$ cat config.mk
export PLATFORM = sky130hd
export DESIGN_NAME = rgb_pwm_driver
export DESIGN_NICKNAME = d
export VERILOG_FILES = /design/src/rtl/rgb_pwm_driver_pkg.sv /design/src/rtl/rgb_pwm_driver_channel.sv /design/src/rtl/rgb_pwm_driver.sv
export SDC_FILE = /design/constraint.sdc
export NUM_CORES = 1
export LEC_CHECK = 0
export ABC_CLOCK_PERIOD_IN_PS = 2300
export CAP_MARGIN = 10
export CORE_MARGIN = 10
export CORE_UTILIZATION = 60
export CTS_CLUSTER_DIAMETER = 100
export DETAILED_ROUTE_END_ITERATION = 16
export PLACE_DENSITY = 0.8
export SYNTH_ARGS = -nofsm -noshare
export SYNTH_HDL_FRONTEND = slang
export SYNTH_SLANG_ARGS = --single-unit
$ cat constraint.sdc
create_clock -name clk -period 2.3 [get_ports clk]
set_input_delay 0.345 -clock clk [delete_from_list [all_inputs] [get_ports clk]]
set_output_delay 0.345 -clock clk [all_outputs]
set_load 0.01 [all_outputs]
$ cat src/rtl/rgb_pwm_driver_pkg.sv
// Shared definitions for the RGB PWM driver: FSM encoding, PWM frame length
// and duty width.
package rgb_pwm_driver_pkg;

  typedef enum logic {
    IDLE = 1'b0,
    RUN  = 1'b1
  } state_t;

  // Ticks per PWM frame; the counter runs 0..PWM_PERIOD-1.
  localparam int PWM_PERIOD = 255;

  // Width of one colour duty value and of the PWM counter.
  localparam int DUTY_W = 8;

  // Last PWM counter value before the frame wraps.
  localparam logic [DUTY_W-1:0] CNT_LAST = DUTY_W'(PWM_PERIOD - 1);

endpackage

$ cat src/rtl/rgb_pwm_driver_channel.sv
// One PWM output: the LED is high while the shared frame counter is below
// this channel's duty. Output is registered, so it lags the counter by one clk.
module pwm_channel
  import rgb_pwm_driver_pkg::*;
(
  input  logic              clk,
  input  logic              rst_n,
  input  logic              en,
  input  logic [DUTY_W-1:0] count,
  input  logic [DUTY_W-1:0] duty,
  output logic              led
);

  // Compare counter against duty; forced low while the driver is idle.
  always_ff @(posedge clk or negedge rst_n) begin
    if (!rst_n) begin
      led <= 1'b0;
    end else begin
      led <= en && (count < duty);
    end
  end

endmodule

$ cat src/rtl/rgb_pwm_driver.sv
// RGB PWM driver: prescaler, shared 255-tick frame counter, a one-deep
// pending colour buffer with ready/valid acceptance, and three PWM channels.
// A new colour only becomes active on a frame boundary, so a frame is never
// rendered with a mix of old and new duties.
module rgb_pwm_driver
  import rgb_pwm_driver_pkg::*;
#(
  parameter int PRESCALE = 4
) (
  input  logic        clk,
  input  logic        rst_n,
  input  logic [23:0] rgb,
  input  logic        rgb_valid,
  output logic        rgb_ready,
  output logic        led_r,
  output logic        led_g,
  output logic        led_b,
  output logic        frame_start
);

  localparam int PW = (PRESCALE > 1) ? $clog2(PRESCALE) : 1;
  localparam logic [PW-1:0] PS_LAST = PW'(PRESCALE - 1);

  state_t            state_reg;
  state_t            state_next;
  logic [PW-1:0]     ps_cnt_reg;
  logic [DUTY_W-1:0] pwm_cnt_reg;
  logic [23:0]       active_reg;
  logic [23:0]       pending_reg;
  logic              pend_full_reg;
  logic              frame_start_reg;
  logic [2:0]        led_vec;

  logic run;
  logic go;
  logic tick;
  logic wrap;
  logic accept;

  assign rgb_ready = !pend_full_reg;
  assign accept    = rgb_valid && rgb_ready;
  assign tick      = run && (ps_cnt_reg == PS_LAST);
  assign wrap      = tick && (pwm_cnt_reg == CNT_LAST);

  // FSM state register.
  always_ff @(posedge clk or negedge rst_n) begin
    if (!rst_n) begin
      state_reg <= IDLE;
    end else begin
      state_reg <= state_next;
    end
  end

  // FSM next state: the first accepted colour starts the PWM; only reset stops it.
  always_comb begin
    state_next = state_reg;
    if (state_reg == IDLE && accept) begin
      state_next = RUN;
    end
  end

  // FSM outputs: run enables counting and LEDs, go marks the start-up cycle.
  always_comb begin
    run = (state_reg == RUN);
    go  = (state_reg == IDLE) && accept;
  end

  // Prescaler: divides clk down to one PWM tick every PRESCALE cycles.
  always_ff @(posedge clk or negedge rst_n) begin
    if (!rst_n) begin
      ps_cnt_reg <= '0;
    end else if (!run || tick) begin
      ps_cnt_reg <= '0;
    end else begin
      ps_cnt_reg <= ps_cnt_reg + PW'(1);
    end
  end

  // Frame counter: 0..254 on ticks, held at 0 while idle.
  always_ff @(posedge clk or negedge rst_n) begin
    if (!rst_n) begin
      pwm_cnt_reg <= '0;
    end else if (!run || wrap) begin
      pwm_cnt_reg <= '0;
    end else if (tick) begin
      pwm_cnt_reg <= pwm_cnt_reg + DUTY_W'(1);
    end
  end

  // Colour buffering: start-up loads straight into active; in RUN a word
  // waits in pending and moves to active at the frame wrap. A capture can
  // only happen with pending empty, so it never competes with the copy.
  always_ff @(posedge clk or negedge rst_n) begin
    if (!rst_n) begin
      active_reg    <= '0;
      pending_reg   <= '0;
      pend_full_reg <= 1'b0;
    end else if (go) begin
      active_reg <= rgb;
    end else if (run) begin
      if (wrap && pend_full_reg) begin
        active_reg    <= pending_reg;
        pend_full_reg <= 1'b0;
      end
      if (accept) begin
        pending_reg   <= rgb;
        pend_full_reg <= 1'b1;
      end
    end
  end

  // Frame marker: high in the first cycle the frame counter holds 0.
  always_ff @(posedge clk or negedge rst_n) begin
    if (!rst_n) begin
      frame_start_reg <= 1'b0;
    end else begin
      frame_start_reg <= go || wrap;
    end
  end

  assign frame_start = frame_start_reg;

  // Channel gi drives duty byte gi: 0 blue, 1 green, 2 red.
  generate
    for (genvar gi = 0; gi < 3; gi++) begin : g_chan
      pwm_channel u_chan (
        .clk  (clk),
        .rst_n(rst_n),
        .en   (run),
        .count(pwm_cnt_reg),
        .duty (active_reg[gi*DUTY_W +: DUTY_W]),
        .led  (led_vec[gi])
      );
    end
  endgenerate

  assign led_r = led_vec[2];
  assign led_g = led_vec[1];
  assign led_b = led_vec[0];

endmodule

==> metrics.md, run 1 <==
| Metric | Value |
|---|---|
| Max-cap check violation count | `0` |
| Max clock buf depth | `2` |
| Period Utilization, post-route | `80.5%` |
| Total wire length | `6150 µm` |
| CTS tree | `done` |
| Simple-gate share of the synthesized area | `9.51%` |
| Most frequent cell after synthesis | `dfrtp_1` |
| Worst Hold Class | `input pin to async pin` |
| Ant diodes | `0` |
| CP max stage delay | `0.58 ns` |
| Core outline area | `5440 µm²` |
| DRC | `0` |
| Largest net degree at the start of global routing | `65` |
| Clock Skew | `0.00560 ns` |
| Later-pin clock latency in the skew report | `0.34 ns` |
| H-tree Lvls | `3` |
| Via count of the first global-routing pass | `2313` |
| Area grow syn2layout | `17.6%` |
| WS Path Type | `register to register` |
| Setup Fix Bufs, Post-CTS | `0` |
| Total vias in the final route | `2228` |
| Final hold vios | `0` |
| Slew Limit Fails | `0` |
| Worst Tran Pin Value | `0.436 ns` |
| CP delay by family, top | `flip-flops` |
| Initial antenna violation count | `0` |
| Crit-path max FO | `26` |
| I/O pins | `32` |
| First-pass GRT wire length | `10600 µm` |
| Largest family of logic cells by synthesized area | `multiplexers` |
| Post-Syn Instances | `294` |
| Final setup TNS | `0 ns` |
| Cell taking the most area after synthesis | `dfrtp_1` |
| Synth top area share | `48.3%` |
| Filler Cells Inserted | `397` |
| Post-synth ARST share | `100%` |
| Worst vdd ir | `447 µV` |
| Critical path endpoint category | `register` |
| Post-synthesis mux area share | `15.4%` |
| Clock transition at path regs | `0.07 ns` |
| Die Y | `94.3 µm` |
| Die W | `94.3 µm` |
| Post-Synth XOR/XNOR Area | `0.793%` |
| Synth Cell Area | `3310 µm²` |
| Complex-gate fraction of the synthesized area | `10.9%` |
| Number of synthesized flops with an enable pin | `0` |
| Post-synthesis sequential area ratio | `48.3%` |
| Slew headroom | `70.9%` |
| Row count | `27` |
| Leak pwr | `0.00176 µW` |
| Number of library cell types mapped by synthesis | `35` |
| Hold_buf cts | `0` |
| Syn Nets | `345` |
| Commonest cells in the netlist | `dfrtp_1, nand2_1, o21ai_0` |
| Critical Path AT | `2.06 ns` |
| RSZ-0062 raised after global routing | `no` |
| Die ar. | `8900 µm²` |
| Yosys warns | `0` |
| Mean post-synth cell area | `11.3 µm²` |
| Fin cells | `406` |
| Fmax | `0.540 GHz` |
| Min cycle time layout | `1.85 ns` |
| CP Launch Type | `register` |
| 1st-pass router iterations | `4` |
| Total gr overflow | `0` |
| Post-DP HPWL | `4290 µm` |
| Critical Path RT | `2.50 ns` |
| Cells taking the most area after synthesis | `dfrtp_1, ha_1, mux2_2, mux2i_1, o21ai_0` |
| Crit-path cells | `inv_1 > ha_1 > and4_4 > a41oi_4 > buf_4 > o21ai_0` |
| Primary FF master, synth | `dfrtp_1` |
| Net count, final | `380` |
| Fraction of layout cells with a size suffix above 1 | `16.5%` |
| Status | `completed` |
| Buf/Inv on CP | `2` |
| Root Driver | `clkbuf_8` |
| Iteration-0 DRC Markers | `110` |
| Post-synthesis register bit count | `64` |
| CP max-delay cell | `dfrtp_1` |
| Placed insts | `390` |
| Drt wl/cell | `15.2 µm` |
| CTS Buf Count | `9` |
| Post_cts resized | `0` |
| Final GP Congestion | `0.814` |
| Pwr dens | `614 nW/µm²` |
| Vias per cell | `5.49` |
| ANT nets after route | `0` |
| Synth Area in Adders | `9.06%` |
| Clk sink count | `64` |
| Initial Utilization | `60.9%` |
| # port buffers | `31` |
| Final setup violation count | `0` |
| Overall Global Routing Usage | `15.2%` |
cell type report:
cell class	count	area, µm²	share of cell area, %
clock buffer	10	138	3.53
sequential	64	1600	41.1
inverter	24	90.1	2.31
timing repair buffer	37	375	9.63
multi-input combinational	193	1520	39.0
clock inverter	6	82.6	2.12
tap	72	90.1	2.31
layer usage:
layer / wire [µm] / up-vias / track usage [%]
met1: 2730 / 1071 / 17.6
met5: 0 / - / 0
li1: - / 1100 / -
met4: 141 / 0 / 7.34
met3: 171 / 13 / 4.32
met2: 3100 / 44 / 25.2
logic make-up (layout without fill, tap and decap cells):
kind of cell               Yosys count  in the layout
buffers and inverters               37             77
DFF                                 64             64
xor gates and xnor gates             3              3
and+or+nand+nor                     64             64
AOI/OAI and AO/OA                   54             54
adders and majority gates           24             24
muxes                               48             48
cells in the final DEF, fill, tap and decap left out, drive strengths merged, types with 2 or more instances in the layout:
master	netlist	final
a221oi	3	3
xor2	3	3
clkdlybuf4s50	0	30
nand2	33	33
o21ai	30	30
a21boi	5	5
clkinv	0	3
a21o	3	3
bufinv	0	2
o2111a	3	3
mux2	24	24
mux2i	24	24
and4	2	2
clkbuf	3	10
nor2	5	5
nand2b	9	9
nand4	3	3
inv	24	24
nand3	4	4
a211oi	3	3
buf	10	7
dfrtp	64	64
or3	3	3
a21oi	4	4
ha	24	24
stage by stage:
stage	power (µW)	cell area [µm²]	utilization (%)	setup slack, ns	hold WS, ns
global placement	1350	3680	67.6	0.448	0.379
floorplan	1250	3310	-	0.705	0.0494
finish	2390	3900	71.7	0.449	0.000642
detailed placement	1350	3680	67.6	0.364	0.390
global route	2490	3900	71.7	0.370	0.0314
CTS	2420	3900	71.7	0.444	0.0191
final timing paths:
| path | start | to | slack, ns | cells after the start |
|---|---|---|---|---|
| setup / recovery | pwm_cnt_reg[0] | active_reg[21] | 0.45 | 6 |
| hold / removal | rst_n | pending_reg[8] | 0.0006 | 2 |
| setup reg to reg | pwm_cnt_reg[0] | active_reg[21] | 0.45 | 6 |
| hold reg to reg | ps_cnt_reg[0] | ps_cnt_reg[0] | 0.43 | 1 |
| max in group asynchronous | rst_n | pwm_cnt_reg[1] | 2.01 | 2 |
| min in group clk | ps_cnt_reg[0] | ps_cnt_reg[0] | 0.43 | 1 |
power by group:
| part | total [µW] | internal, µW | switching, µW |
|---|---|---|---|
| Clock | 1060 | 634 | 431 |
| Sequential | 1170 | 1150 | 19.6 |
| Combinational | 158 | 85.1 | 73.1 |
(Power assumes the default switching activity.)
==> inputs of run 2 (changes only) <==
--- a/config.mk
+++ b/config.mk
@@ -5,13 +5,13 @@
 export SDC_FILE = /design/constraint.sdc
 export NUM_CORES = 1
 export LEC_CHECK = 0
-export ABC_CLOCK_PERIOD_IN_PS = 2300
+export ABC_CLOCK_PERIOD_IN_PS = 1600
 export CAP_MARGIN = 10
 export CORE_MARGIN = 10
-export CORE_UTILIZATION = 60
+export CORE_UTILIZATION = 51
 export CTS_CLUSTER_DIAMETER = 100
 export DETAILED_ROUTE_END_ITERATION = 16
-export PLACE_DENSITY = 0.8
+export PLACE_DENSITY = 0.72
 export SYNTH_ARGS = -nofsm -noshare
 export SYNTH_HDL_FRONTEND = slang
 export SYNTH_SLANG_ARGS = --single-unit
==> constraint.sdc (replaced) <==
create_clock -name clk -period 1.6 [get_ports clk]
set_input_delay 0.24 -clock clk [delete_from_list [all_inputs] [get_ports clk]]
set_output_delay 0.24 -clock clk [all_outputs]
set_load 0.01 [all_outputs]
==> metrics.md, run 2 (synthesis gave the netlist of run 1 again) <==
| Metric | Value |
|---|---|
| Final setup TNS | `0 ns (unchanged)` |
| Critical Path AT | `1.32 ns (-0.74 ns)` |
| Vias per cell | `5.36 (-2.4%)` |
| Via count of the first global-routing pass | `2366 (+2.3%)` |
| CTS tree | `done` |
| Die Y | `101 µm (+6.7%)` |
| Initial Utilization | `52.5% (-8.4 points)` |
| Die ar. | `10100 µm² (+14%)` |
| Final setup violation count | `0 (unchanged)` |
| Total vias in the final route | `2282 (+2.4%)` |
| Total wire length | `6290 µm (+2.3%)` |
| Row count | `29 (+7.4%)` |
| Worst Tran Pin Value | `0.351 ns (-0.0853 ns)` |
| Post-DP HPWL | `4310 µm (+0.28%)` |
| I/O pins | `32 (unchanged)` |
| Placed insts | `407 (+4.4%)` |
| Crit-path cells | `inv_1 > clkdlybuf4s50_1` |
| Pwr dens | `837 nW/µm² (+36%)` |
| CP max stage delay | `0.52 ns (-0.06 ns)` |
| # port buffers | `31 (unchanged)` |
| Root Driver | `clkbuf_8` |
| Slew headroom | `76.6% (+5.7 points)` |
| Critical path endpoint category | `output pin` |
| Max clock buf depth | `2 (unchanged)` |
| Total gr overflow | `0 (unchanged)` |
| Total power | `3410 µW (+42%)` |
| Overall Global Routing Usage | `13.1% (-2.1 points)` |
| Fmax | `0.642 GHz` |
| Core outline area | `6310 µm² (+16%)` |
| Fin cells | `426 (+4.9%)` |
| Net count, final | `396 (+4.2%)` |
| Area grow syn2layout | `22.9%` |
| Clock transition at path regs | `0.07 ns (about the same)` |
| Filler Cells Inserted | `519 (+31%)` |
| Largest net degree at the start of global routing | `65 (unchanged)` |
| Leak pwr | `0.00185 µW (+5.0%)` |
| WS Path Type | `register to output pin` |
| Period Utilization, post-route | `97.3%` |
| Crit-path max FO | `2 (-92%)` |
| Area of the multi-input gates | `1540 µm² (+1.6%)` |
| RSZ-0062 raised after global routing | `no` |
| Most frequent cells in the layout | `dfrtp_1, nand2_1, clkdlybuf4s50_1` |
| CP max-delay cell | `clkdlybuf4s50_1` |
| Initial antenna violation count | `0 (unchanged)` |
| Critical Path RT | `1.36 ns (-1.14 ns)` |
| ANT nets after route | `0 (unchanged)` |
| Clock Skew | `0.00735 ns (+0.00175 ns)` |
| Die W | `101 µm (+6.7%)` |
| Commonest non-fill, non-tap cell in the layout | `dfrtp_1` |
| Final GP Congestion | `0.809 (-0.59%)` |
| Clk sink count | `64 (unchanged)` |
| Worst Hold Class | `input pin to async pin` |
| Ant diodes | `0 (unchanged)` |
| Status | `completed` |
| Max-cap check violation count | `0 (unchanged)` |
| CTS Buf Count | `9 (unchanged)` |
| H-tree Lvls | `3 (unchanged)` |
| Seq. cell area | `1610 µm² (+0.23%)` |
| Drt wl/cell | `14.8 µm (-2.5%)` |
| First-pass GRT wire length | `10800 µm (+1.4%)` |
| CP Launch Type | `register` |
| Fraction of layout cells with a size suffix above 1 | `21.2% (+4.7 points)` |
| Min cycle time layout | `1.56 ns` |
| 1st-pass router iterations | `6 (+2)` |
| Slew Limit Fails | `0 (unchanged)` |
| Final hold vios | `0 (unchanged)` |
| Later-pin clock latency in the skew report | `0.34 ns (about the same)` |
| Worst vdd ir | `725 µV (+62%)` |
| Iteration-0 DRC Markers | `57 (-48%)` |
| DRC | `0 (unchanged)` |
run 2: stage by stage:
stage          setup slack, ns  util (%)  hold WS (ns)  cell area [µm²]
2_1_floorplan          0.00491         -       -0.0556             3310
3_3_place_gp           -0.0410      60.4         0.279             3810
3_5_place_dp           -0.0515      60.4         0.280             3810
4_1_cts                 0.0159      63.9         0.443             4030
5_1_grt             0.00000400      64.5         0.472             4070
6_report                0.0435      64.5         0.430             4070
run 2: routing by layer:
metal | vias to the layer above | global-route usage (%) | routed length (µm)
li1 | 1131 | - | -
met1 | 1089 | 15.1 | 2770
met2 | 51 | 22.3 | 3140
met3 | 11 | 4.46 | 269
met4 | 0 | 4.57 | 112
met5 | - | 0 | 0
run 2: critical path: cells and delay by family (launching register included):
kind / cells / cell delay, ns
buf+inv: 2 / 0.57
flops: 1 / 0.40
run 2: final cells by class:
cell class	count	area share, %
flip-flops and latches	64	39.4
inverters	24	2.21
well taps	77	2.36
clock buffers	12	3.32
clock inverters	3	1.66
repair buffers	53	13.1
multi-input cells	193	37.9
run 2: power by group:
part / internal, µW / switching (µW) / total [µW] / leakage [µW]
clock network: 871 / 608 / 1480 / 0.0000967
logic: 137 / 118 / 255 / 0.000891
registers: 1660 / 20.5 / 1680 / 0.000864
total: 2660 / 747 / 3410 / 0.00185
run 2: worst paths after layout:
| check | start | cells past startpoint | slack, ns | to |
|---|---|---|---|---|
| setup reg to reg | pwm_cnt_reg[0] | 6 | 0.10 | active_reg[21] |
| min in group clk | ps_cnt_reg[0] | 1 | 0.45 | ps_cnt_reg[0] |
| hold / removal | rst_n | 3 | 0.43 | pending_reg[4] |
| setup / recovery | pend_full_reg | 2 | 0.04 | rgb_ready |
| hold reg to reg | ps_cnt_reg[0] | 1 | 0.45 | ps_cnt_reg[0] |
| max in group asynchronous | rst_n | 3 | 0.85 | pwm_cnt_reg[1] |
run 2: repair_timing:
action,CTS,global route
hold buffers,1,0
cloned,0,0
resized for setup,2,10
pin swaps,1,3
endpoints found under the setup margin,2,6
endpoints found under the hold margin,64,0
setup buffers,1,2
==> inputs of run 3 (changes only) <==
--- a/config.mk
+++ b/config.mk
@@ -8,10 +8,12 @@
 export ABC_CLOCK_PERIOD_IN_PS = 1600
 export CAP_MARGIN = 10
 export CORE_MARGIN = 10
-export CORE_UTILIZATION = 51
+export CORE_UTILIZATION = 52
 export CTS_CLUSTER_DIAMETER = 100
 export DETAILED_ROUTE_END_ITERATION = 16
-export PLACE_DENSITY = 0.72
+export GPL_ROUTABILITY_DRIVEN = 0
+export PLACE_DENSITY = 0.73
 export SYNTH_ARGS = -nofsm -noshare
 export SYNTH_HDL_FRONTEND = slang
+export SYNTH_HIERARCHICAL = 1
 export SYNTH_SLANG_ARGS = --single-unit
==> metrics.md, run 3 <==
| Metric | Value |
|---|---|
| Status | `completed` |
| Max clock buf depth | `2 (unchanged)` |
| End of the worst register-to-register path | `active_reg[15]` |
| Fraction of layout cells with a size suffix above 1 | `23.7% (+2.5 points)` |
| Number of synthesized flops with an enable pin | `0 (unchanged)` |
| Worst Tran Pin Value | `0.336 ns (-0.0149 ns)` |
| Yosys warns | `6 (+6)` |
| Seq pwr share | `48.6% (-0.6 points)` |
| Clock transition at path regs | `0.07 ns (about the same)` |
| Final hold vios | `0 (unchanged)` |
| Synth top area share | `47.6% (-0.75 points)` |
| Post-Syn Instances | `304 (+3.4%)` |
| Vias per cell | `5.25 (-2.0%)` |
| Post-DP HPWL | `4490 µm (+4.3%)` |
| Final Util | `66.4% (+1.9 points)` |
| Cell Int Power | `2710 µW (+1.7%)` |
| Commonest cells in the netlist | `dfrtp_1, nand2_1, inv_1` |
| Number of library cell types mapped by synthesis | `30 (-14%)` |
| Final setup violation count | `0 (unchanged)` |
| Cell taking the most area after synthesis | `dfrtp_1` |
| Min cycle time layout | `1.52 ns (-0.0368 ns)` |
| Dpl cell area | `3920 µm² (+2.8%)` |
| Later-pin clock latency in the skew report | `0.33 ns (about the same)` |
| WS Path Type | `register to register` |
| First-pass GRT wire length | `11000 µm (+1.5%)` |
| Comb power frac | `7.4% (about the same)` |
| Crit-path max FO | `21 (+19)` |
| Total wire length | `6430 µm (+2.1%)` |
| Switching share of total power | `21.4% (-0.48 points)` |
| Buf/Inv on CP | `1 (-1)` |
| Post-synthesis sequential area ratio | `47.6% (-0.75 points)` |
| CP max stage delay | `0.38 ns (-0.14 ns)` |
| Primary FF master, synth | `dfrtp_1` |
| Worst-case hold path end point | `ps_cnt_reg[0]` |
| Die W | `100 µm (-0.15%)` |
| Total vias in the final route | `2330 (+2.1%)` |
| Overall Global Routing Usage | `13.3% (+0.13 points)` |
| Placed insts | `425 (+4.4%)` |
| Synth Cell Area | `3370 µm² (+1.6%)` |
| # port buffers | `31 (unchanged)` |
| Slew Limit Fails | `0 (unchanged)` |
| Fmax | `0.658 GHz (+2.4%)` |
| Post-synthesis register bit count | `64 (unchanged)` |
| 1st-pass router iterations | `4 (-2)` |
| ANT nets after route | `0 (unchanged)` |
| HP Start | `ps_cnt_reg[0]` |
| Ant diodes | `0 (unchanged)` |
| Critical Path AT | `1.78 ns (+0.46 ns)` |
| Hold_ws | `0.434 ns (+0.00415 ns)` |
| Leak pwr | `0.00194 µW (+4.8%)` |
| CTS Buf Count | `9 (unchanged)` |
| H-tree Lvls | `3 (unchanged)` |
| Initial antenna violation count | `0 (unchanged)` |
| Clk sink count | `64 (unchanged)` |
| Clock Skew | `0.00446 ns (-0.00289 ns)` |
| Critical path endpoint category | `register` |
| Die Y | `100 µm (-0.15%)` |
| CTS tree | `done` |
| Total gr overflow | `0 (unchanged)` |
| CP delay by family, top | `flip-flops` |
| Worst Hold Class | `register to register` |
| Net count, final | `413 (+4.3%)` |
| Post-synth ARST share | `100% (unchanged)` |
| Critical Path RT | `1.86 ns (+0.50 ns)` |
| Largest net degree at the start of global routing | `65 (unchanged)` |
| Switching power | `738 µW (-1.1%)` |
| Die ar. | `10100 µm² (-0.30%)` |
| Area grow syn2layout | `24.6%` |
| DRC | `0 (unchanged)` |
| Total power | `3450 µW (+1.1%)` |
| Core outline area | `6310 µm² (unchanged)` |
| Max-cap check violation count | `0 (unchanged)` |
| Pwr dens | `822 nW/µm² (-1.8%)` |
| Crit-path cells | `ha_1 > and4_4 > a41oi_4 > clkbuf_16 > nand2_1 > o21ai_1` |
| I/O pins | `32 (unchanged)` |
| Cells taking the most area after synthesis | `dfrtp_1, ha_1, mux2_2, mux2i_1, nand2_1` |
| Fin cells | `444 (+4.2%)` |
| Worst R2R Start | `ps_cnt_reg[0]` |
| Drt wl/cell | `14.5 µm (-2.0%)` |
| Clock network fraction of total power | `44.0% (+0.7 points)` |
| CP max-delay cell | `dfrtp_1` |
| Mean post-synth cell area | `11.1 µm² (-1.8%)` |
| Root Driver | `clkbuf_8` |
| Period Utilization, post-route | `95.0% (-2.3 points)` |
| Worst vdd ir | `543 µV (-25%)` |
| Most frequent cells in the layout | `dfrtp_1, nand2_1, clkdlybuf4s50_1` |
| Row count | `29 (unchanged)` |
| Commonest non-fill, non-tap cell in the layout | `dfrtp_1` |
| Syn Nets | `355 (+2.9%)` |
| Initial Utilization | `53.3% (+0.83 points)` |
| Slew headroom | `77.6% (+0.99 points)` |
| CP Launch Type | `register` |
| Most frequent cell after synthesis | `dfrtp_1` |
| Worst hold stages | `1` |
| Iteration-0 DRC Markers | `58 (+1.8%)` |
| Reg2reg path depth | `6 (unchanged)` |
| Design area | `4190 µm² (+2.9%)` |
| R2R Setup Slk | `0.08 ns (-0.02 ns)` |
| Via count of the first global-routing pass | `2386 (+0.85%)` |
-- run 3: changes by cell type in the layout (fill, tap and decap cells not counted), sizes merged, moves of 4 or more --
| cell | before | now |
|---|---|---|
| nor2 | 5 | 11 |
| nor2b | 1 | 7 |
| a21boi | 5 | 0 |
| nand2b | 9 | 4 |
| buf | 22 | 26 |
| nand2 | 33 | 37 |
| nand3 | 4 | 8 |
-- run 3: cells by family after synthesis --
kind of cell | share of synthesized area [%]
flip-flops | 47.6
adder cells (fa/ha/maj) | 8.92
multiplexers | 15.2
AND/OR/NAND/NOR | 11.8
AO/OA/AOI/OAI | 10.0
buffers and inverters | 5.72
XOR/XNOR | 0.781
-- run 3: cell type report --
type | instances | area (µm²)
multi-input combinational | 204 | 1590
clock buffer | 13 | 149
inverter | 25 | 93.8
clock inverter | 3 | 65.1
tap | 77 | 96.3
fill | 531 | 2120
timing repair buffer | 58 | 593
sequential | 64 | 1600
-- run 3: worst max path at each step --
stage / startpoint / to / slack, ns / cells after the start
2_1_floorplan: pwm_cnt_reg[0] / active_reg[13] / 0.04 / 8
3_3_place_gp: rgb_valid / active_reg[3] / -0.09 / 6
6_report: ps_cnt_reg[0] / active_reg[15] / 0.08 / 6
4_1_cts: pwm_cnt_reg[0] / active_reg[1] / 0.02 / 7
3_5_place_dp: rgb_valid / active_reg[3] / -0.10 / 6
5_1_grt: pwm_cnt_reg[0] / active_reg[1] / -0.004 / 7
-- run 3: power groups by stage --
| stage | clock network [µW] | logic, µW | registers, µW |
|---|---|---|---|
| after floorplan | 0 | 98.1 | 1710 |
| after global placement | 0 | 250 | 1710 |
| after detailed placement | 0 | 256 | 1710 |
| after CTS | 1550 | 259 | 1680 |
| after global routing | 1620 | 292 | 1680 |
| final | 1520 | 256 | 1680 |
-- run 3: worst register-to-register path, cell delays in order, from the launching register on --
cell,delay [ns]
dfrtp_1,0.38
ha_1,0.25
and4_4,0.19
a41oi_4,0.24
clkbuf_16,0.26
nand2_1,0.07
o21ai_1,0.06
-- run 3: per-layer routing --
| layer | routed length (µm) | vias to the layer above | share of wire (%) | track usage, % |
|---|---|---|---|---|
| met5 | 0 | - | 0 | 0 |
| met2 | 3090 | 42 | 48 | 20.7 |
| met3 | 233 | 12 | 3.6 | 3.22 |
| li1 | - | 1170 | - | - |
| met4 | 136 | 0 | 2.1 | 5.65 |
| met1 | 2970 | 1106 | 46 | 17.1 |
-- run 3: stage by stage --
stage / worst slack, ns / TNS (ns)
after floorplan: 0.0417 / 0
after global placement: -0.0856 / -1.60
after detailed placement: -0.104 / -1.84
after CTS: 0.0196 / 0
after global routing: -0.00359 / -0.00539
final: 0.0803 / 0
-- run 3: what timing repair did --
item	4_1_cts	5_1_grt
gates cloned	0	1
pin swaps	0	0
hold buffers	1	0
endpoints found under the hold margin	64	0
gates resized for setup	1	8
buffers inserted	1	0
setup endpoints to repair	1	32
